--- config.mk ---
export PLATFORM = sky130hd
export DESIGN_NAME = if_fetch_unit
export DESIGN_NICKNAME = d
export VERILOG_FILES = /design/src/rtl/if_fetch_unit.sv
export SDC_FILE = /design/constraint.sdc
export NUM_CORES = 1
export LEC_CHECK = 0
export CELL_PAD_IN_SITES_DETAIL_PLACEMENT = 1
export CELL_PAD_IN_SITES_GLOBAL_PLACEMENT = 1
export CORE_MARGIN = 2
export CORE_UTILIZATION = 48
export CTS_BUF_LIST = sky130_fd_sc_hd__clkbuf_8
export CTS_CLUSTER_DIAMETER = 120
export CTS_CLUSTER_SIZE = 28
export DETAILED_ROUTE_END_ITERATION = 6
export PLACE_DENSITY = 0.92
export SKIP_LAST_GASP = 1
export SYNTH_ARGS = -nofsm -noshare
export SYNTH_HDL_FRONTEND = slang
export SYNTH_SLANG_ARGS = --single-unit
--- constraint.sdc ---
create_clock -name clk -period 3.7 [get_ports clk]
set_input_delay 0.74 -clock clk [delete_from_list [all_inputs] [get_ports clk]]
set_output_delay 0.74 -clock clk [all_outputs]
set_load 0.03 [all_outputs]
--- src/rtl/if_fetch_unit.sv ---
// Instruction fetch front end: PC, single-outstanding imem handshake, show-ahead prefetch FIFO.
// Optional stall/flush statistics counters are enabled with `define FETCH_STATS_EN.
module if_fetch_unit #(
  parameter int          DEPTH    = 4,
  parameter logic [31:0] RESET_PC = 32'h0000_0000
) (
  input  logic        clk,
  input  logic        rst,
  input  logic        freeze,
  input  logic        branch_taken,
  input  logic [31:0] branch_addr,
  output logic        imem_req,
  output logic [31:0] imem_addr,
  input  logic        imem_ready,
  input  logic [31:0] imem_rdata,
  output logic        valid,
  output logic [31:0] instruction,
  output logic [31:0] pc_out
`ifdef FETCH_STATS_EN
  ,
  output logic [31:0] stall_cnt,
  output logic [15:0] flush_cnt
`endif
);

  localparam int PTR_W = $clog2(DEPTH);
  localparam int CNT_W = PTR_W + 1;
  localparam logic [CNT_W-1:0] DEPTH_C = CNT_W'(DEPTH);

  typedef enum logic [1:0] {
    IDLE,
    REQ,
    DROP
  } state_t;

  state_t state, state_next;

  logic [31:0]      fetch_pc;
  logic [31:0]      pc_mem    [DEPTH];
  logic [31:0]      instr_mem [DEPTH];
  logic [PTR_W-1:0] rd_ptr, wr_ptr;
  logic [CNT_W-1:0] count, count_after_pop, count_next;
  logic             pop, push;

  assign valid           = (count != '0);
  assign pop             = valid && !freeze && !branch_taken;
  assign push            = (state == REQ) && imem_ready && !branch_taken;
  assign count_after_pop = count - CNT_W'(pop);
  assign count_next      = count_after_pop + CNT_W'(push);

  assign imem_addr   = fetch_pc;
  assign instruction = valid ? instr_mem[rd_ptr] : 32'h0;
  assign pc_out      = valid ? (pc_mem[rd_ptr] + 32'd4) : 32'h0;

  always_ff @(posedge clk or negedge rst) begin
    if (!rst) state <= IDLE;
    else      state <= state_next;
  end

  // DROP swallows the completion of the access abandoned by a branch while addressing the new target.
  always_comb begin
    state_next = state;
    imem_req   = 1'b0;
    case (state)
      IDLE: begin
        if (branch_taken || (count_after_pop < DEPTH_C)) state_next = REQ;
      end
      REQ: begin
        imem_req = 1'b1;
        if (branch_taken)    state_next = imem_ready ? REQ : DROP;
        else if (imem_ready) state_next = (count_next < DEPTH_C) ? REQ : IDLE;
      end
      DROP: begin
        imem_req = 1'b1;
        if (!branch_taken && imem_ready) state_next = REQ;
      end
      default: state_next = IDLE;
    endcase
  end

  always_ff @(posedge clk or negedge rst) begin
    if (!rst) begin
      fetch_pc <= RESET_PC;
      rd_ptr   <= '0;
      wr_ptr   <= '0;
      count    <= '0;
    end else if (branch_taken) begin
      fetch_pc <= branch_addr;
      rd_ptr   <= '0;
      wr_ptr   <= '0;
      count    <= '0;
    end else begin
      if (push) begin
        wr_ptr   <= wr_ptr + PTR_W'(1);
        fetch_pc <= fetch_pc + 32'd4;
      end
      if (pop) rd_ptr <= rd_ptr + PTR_W'(1);
      count <= count_next;
    end
  end

  // Storage needs no reset: entries are only visible through a nonzero count.
  always_ff @(posedge clk) begin
    if (push) begin
      pc_mem[wr_ptr]    <= fetch_pc;
      instr_mem[wr_ptr] <= imem_rdata;
    end
  end

`ifdef FETCH_STATS_EN
  always_ff @(posedge clk or negedge rst) begin
    if (!rst) begin
      stall_cnt <= '0;
      flush_cnt <= '0;
    end else begin
      if (!valid && !freeze) stall_cnt <= stall_cnt + 32'd1;
      if (branch_taken && (flush_cnt != 16'hFFFF)) flush_cnt <= flush_cnt + 16'd1;
    end
  end
`endif

endmodule
==> qor.txt <==
CP Max Fanout -> 6
Synthesized net count -> 854
WHS -> 0.315 ns
Worst-path cell chain -> buf_12, buf_6, mux4_2, nand4_4, or4_4, or4_4, o21ai_4, buf_12
Unrepaired setup endpoints after global routing -> yes
Top Metal Used -> met5
First-pass GRT wire length -> 50,100 um
Yosys warns -> 0
Die X -> 166 um
Top cell type's share of synthesized area -> 61.1%
Sequential share of the synthesized area -> 69.2%
CTS Root Buffer Type -> clkbuf_8
Core Box Area -> 0.0259 sq mm
DRT Wirelength -> 35,600 um
Clock transition at path regs -> 0.17 ns
Initial Util -> 48.6%
Mux share of post-synthesis cell area -> 11.8%
1st-pass router iterations -> 4
Leakage Power -> 5.45 nW
# port buffers -> 166
Hold crit path type -> in2async
Synth Cell Area -> 0.0126 sq mm
Antenna violations before repair -> 1
Startpoint types -> register
Die height -> 166 um
Register area -> 0.00872 sq mm
# diodes -> 0
Failing checks -> negative setup slack
Fillers -> 2,345
Yosys reg bits -> 297
Status -> complete, but fails checks
Residual DRC count -> 0
Worst VDD drop -> 0.434 mV
Setup crit end kind -> output port
CTS sink cnt -> 297
Placed Instance Area -> 0.0149 sq mm
Area Growth Syn to Fin -> 26.1%
Via count -> 7,969
Fin nets -> 1,082
Crit path largest cell delay -> 0.57 ns
CTS tree -> done
Fin crit period -> 3.96 ns
Max_cap viols -> 0
Metal3 WL -> 1840 um
Leading area contributor after synthesis -> edfxtp_1
Vias in the first global route -> 8,418
CP required -> 2.96 ns
Clock Latency Late Sink -> 0.55 ns
Final setup viols -> 18
Placed wire-length estimate -> 21,600 um
Slew @ Worst Pin -> 0.969 ns
Async SR Flop Fraction -> 13.8%
Fin worst setup slack -> -0.262 ns
Share of cells above drive strength 1 -> 24.8%
Post-synth EDFFs -> 256
Adder-Cell Fraction of Synth Area -> 1.39%
Fin area -> 0.0159 sq mm
GR Util All Layers -> 23.5%
Post-Synth XOR/XNOR Area -> 3.06%
Met1 Routed Length -> 14,900 um
Max Buffers Root-to-Sink -> 3
Drt wl/cell -> 26.5 um
WP data arrival -> 3.22 ns
Slowest CP cell -> or4_4
Metal2 WL -> 17,800 um
Largest family of logic cells by synthesized area -> multiplexers
Pwr dens -> 626 mW/mm^2
Via/cell ratio -> 5.94
Slew HR -> 35.4%
Syn avg cell area -> 16.3 sq um
Global route overflow -> 0
Final Hold Viols -> 0
Unique masters post-synth -> 46
Die area -> 0.0275 sq mm
Clock Skew -> 0.0335 ns
Routability cong. -> 0.806
Footprint of the multi-input gates -> 0.00392 sq mm
Dominant synthesized flop cell -> edfxtp_1
Post-route ant nets -> 0
Compound-Gate Fraction of Synth Area -> 3.27%
H-tree depth -> 1
Period utilization -> 107%
Iteration-0 DRC Markers -> 720
Top cells by area, synth -> edfxtp_1 (61%), mux4_2 (11%), dfrtp_1 (8.2%)
Fmax -> 252 MHz
Io pins -> 167
Crit path kind -> reg2out
Cells after synthesis -> 771
Simple-gate share of the synthesized area -> 9.33%
Final slew viol count -> 0
Largest net degree at the start of global routing -> 64
# rows -> 59
CTS buffer count -> 14
-- final timing paths --
path / start / slack (ns) / cells past startpoint / to
max: rd_ptr[0] / -0.26 / 8 / pc_out[21]
min: rst / 0.32 / 1 / imem_addr[10]
max reg2reg: count[0] / 1.00 / 11 / state[0]
min reg2reg: imem_addr[0] / 0.58 / 0 / pc_mem[2][0]
max in group asynchronous: rst / 2.67 / 1 / rd_ptr[1]
min in group clk: branch_taken / 0.51 / 2 / wr_ptr[1]
-- synth_stat cells (16+ instances only) --
cell	n
xnor2_1	29
edfxtp_1	256
inv_1	21
o21ai_0	35
dfrtp_1	41
nand2_1	57
a21oi_1	16
clkbuf_1	22
nor2_1	36
nand4_1	16
mux4_2	62
nand3_1	18
and2_1	42
-- critical path, delay by kind of cell, from the launching register on --
| family | cells | cell delay [ns] |
|---|---|---|
| AO/OA/AOI/OAI | 1 | 0.11 |
| flip-flops | 1 | 0.54 |
| buffers and inverters | 3 | 0.42 |
| AND/OR/NAND/NOR | 3 | 1.20 |
| multiplexers | 1 | 0.39 |
-- stage by stage --
step | total power, W | utilization, % | std cells | worst slack (ns) | TNS [ns]
6_report | 0.00994 | 61.2 | 1342 | -0.262 | -2.09
2_1_floorplan | 0.00649 | - | 771 | 0.395 | 0
4_1_cts | 0.00958 | 59.6 | 1319 | -0.207 | -1.74
5_1_grt | 0.0103 | 61.2 | 1342 | -0.345 | -4.23
3_3_place_gp | 0.00796 | 57.5 | 1273 | 0.106 | 0
3_5_place_dp | 0.00813 | 57.5 | 1273 | -0.000190 | -0.000190
-- sequential cells by signal (all words and copies together), names as in the netlist --
name and count:
wr_ptr 2, rd_ptr 2, count 3, pc_mem 128, state 2, imem_addr 32, instr_mem 128
-- repair_timing --
item | CTS | global route
pin swaps | 5 | 15
buffers inserted | 21 | 23
endpoints found under the setup margin | 62 | 30
hold buffers | 0 | 0
cloned | 1 | 0
resized for setup | 52 | 54
-- where the power goes --
group          internal (W)  switching (W)
clock network      0.000391       0.000983
logic               0.00190        0.00259
registers           0.00389       0.000183
total               0.00618        0.00375
-- area by class of cell --
class	instances	area share (%)
Timing Repair Buffer	247	15.6
Sequential cell	297	55.0
Tap cell	335	2.64
Clock inverter	9	0.260
Inverter	22	0.521
Multi-Input combinational cell	417	24.7
Clock buffer	15	1.30
-- cell families (layout without fill, tap and decap cells) --
group | after synthesis | after routing
and+or+nand+nor | 220 | 220
AOI/OAI and AO/OA | 70 | 70
DFF | 297 | 297
adders and majority gates | 14 | 14
muxes | 69 | 69
xor gates and xnor gates | 44 | 44
buffers and inverters | 57 | 293
-- cell usage in the layout (no fill, tap or decap), drive strengths merged, types with 13 or more instances in the layout --
cell / Yosys / routed
ha: 14 / 14
buf: 13 / 107
nand4: 19 / 19
clkdlybuf4s50: 0 / 118
inv: 21 / 30
nor3: 14 / 14
nor4: 13 / 13
dfrtp: 41 / 41
nor2: 36 / 36
a21oi: 16 / 16
xnor2: 29 / 29
nand3: 19 / 19
nand2: 57 / 57
mux4: 63 / 63
o21ai: 36 / 36
dlygate4sd2: 0 / 20
edfxtp: 256 / 256
clkbuf: 22 / 16
and2: 42 / 42
xor2: 15 / 15
-- layer usage --
layer | track usage, % | vias up
met5 | 0 | -
met4 | 6.65 | 2
met3 | 3.41 | 66
met2 | 40.1 | 333
met1 | 31.8 | 4156
li1 | - | 3412
Power figures use the tool's default switching activity.
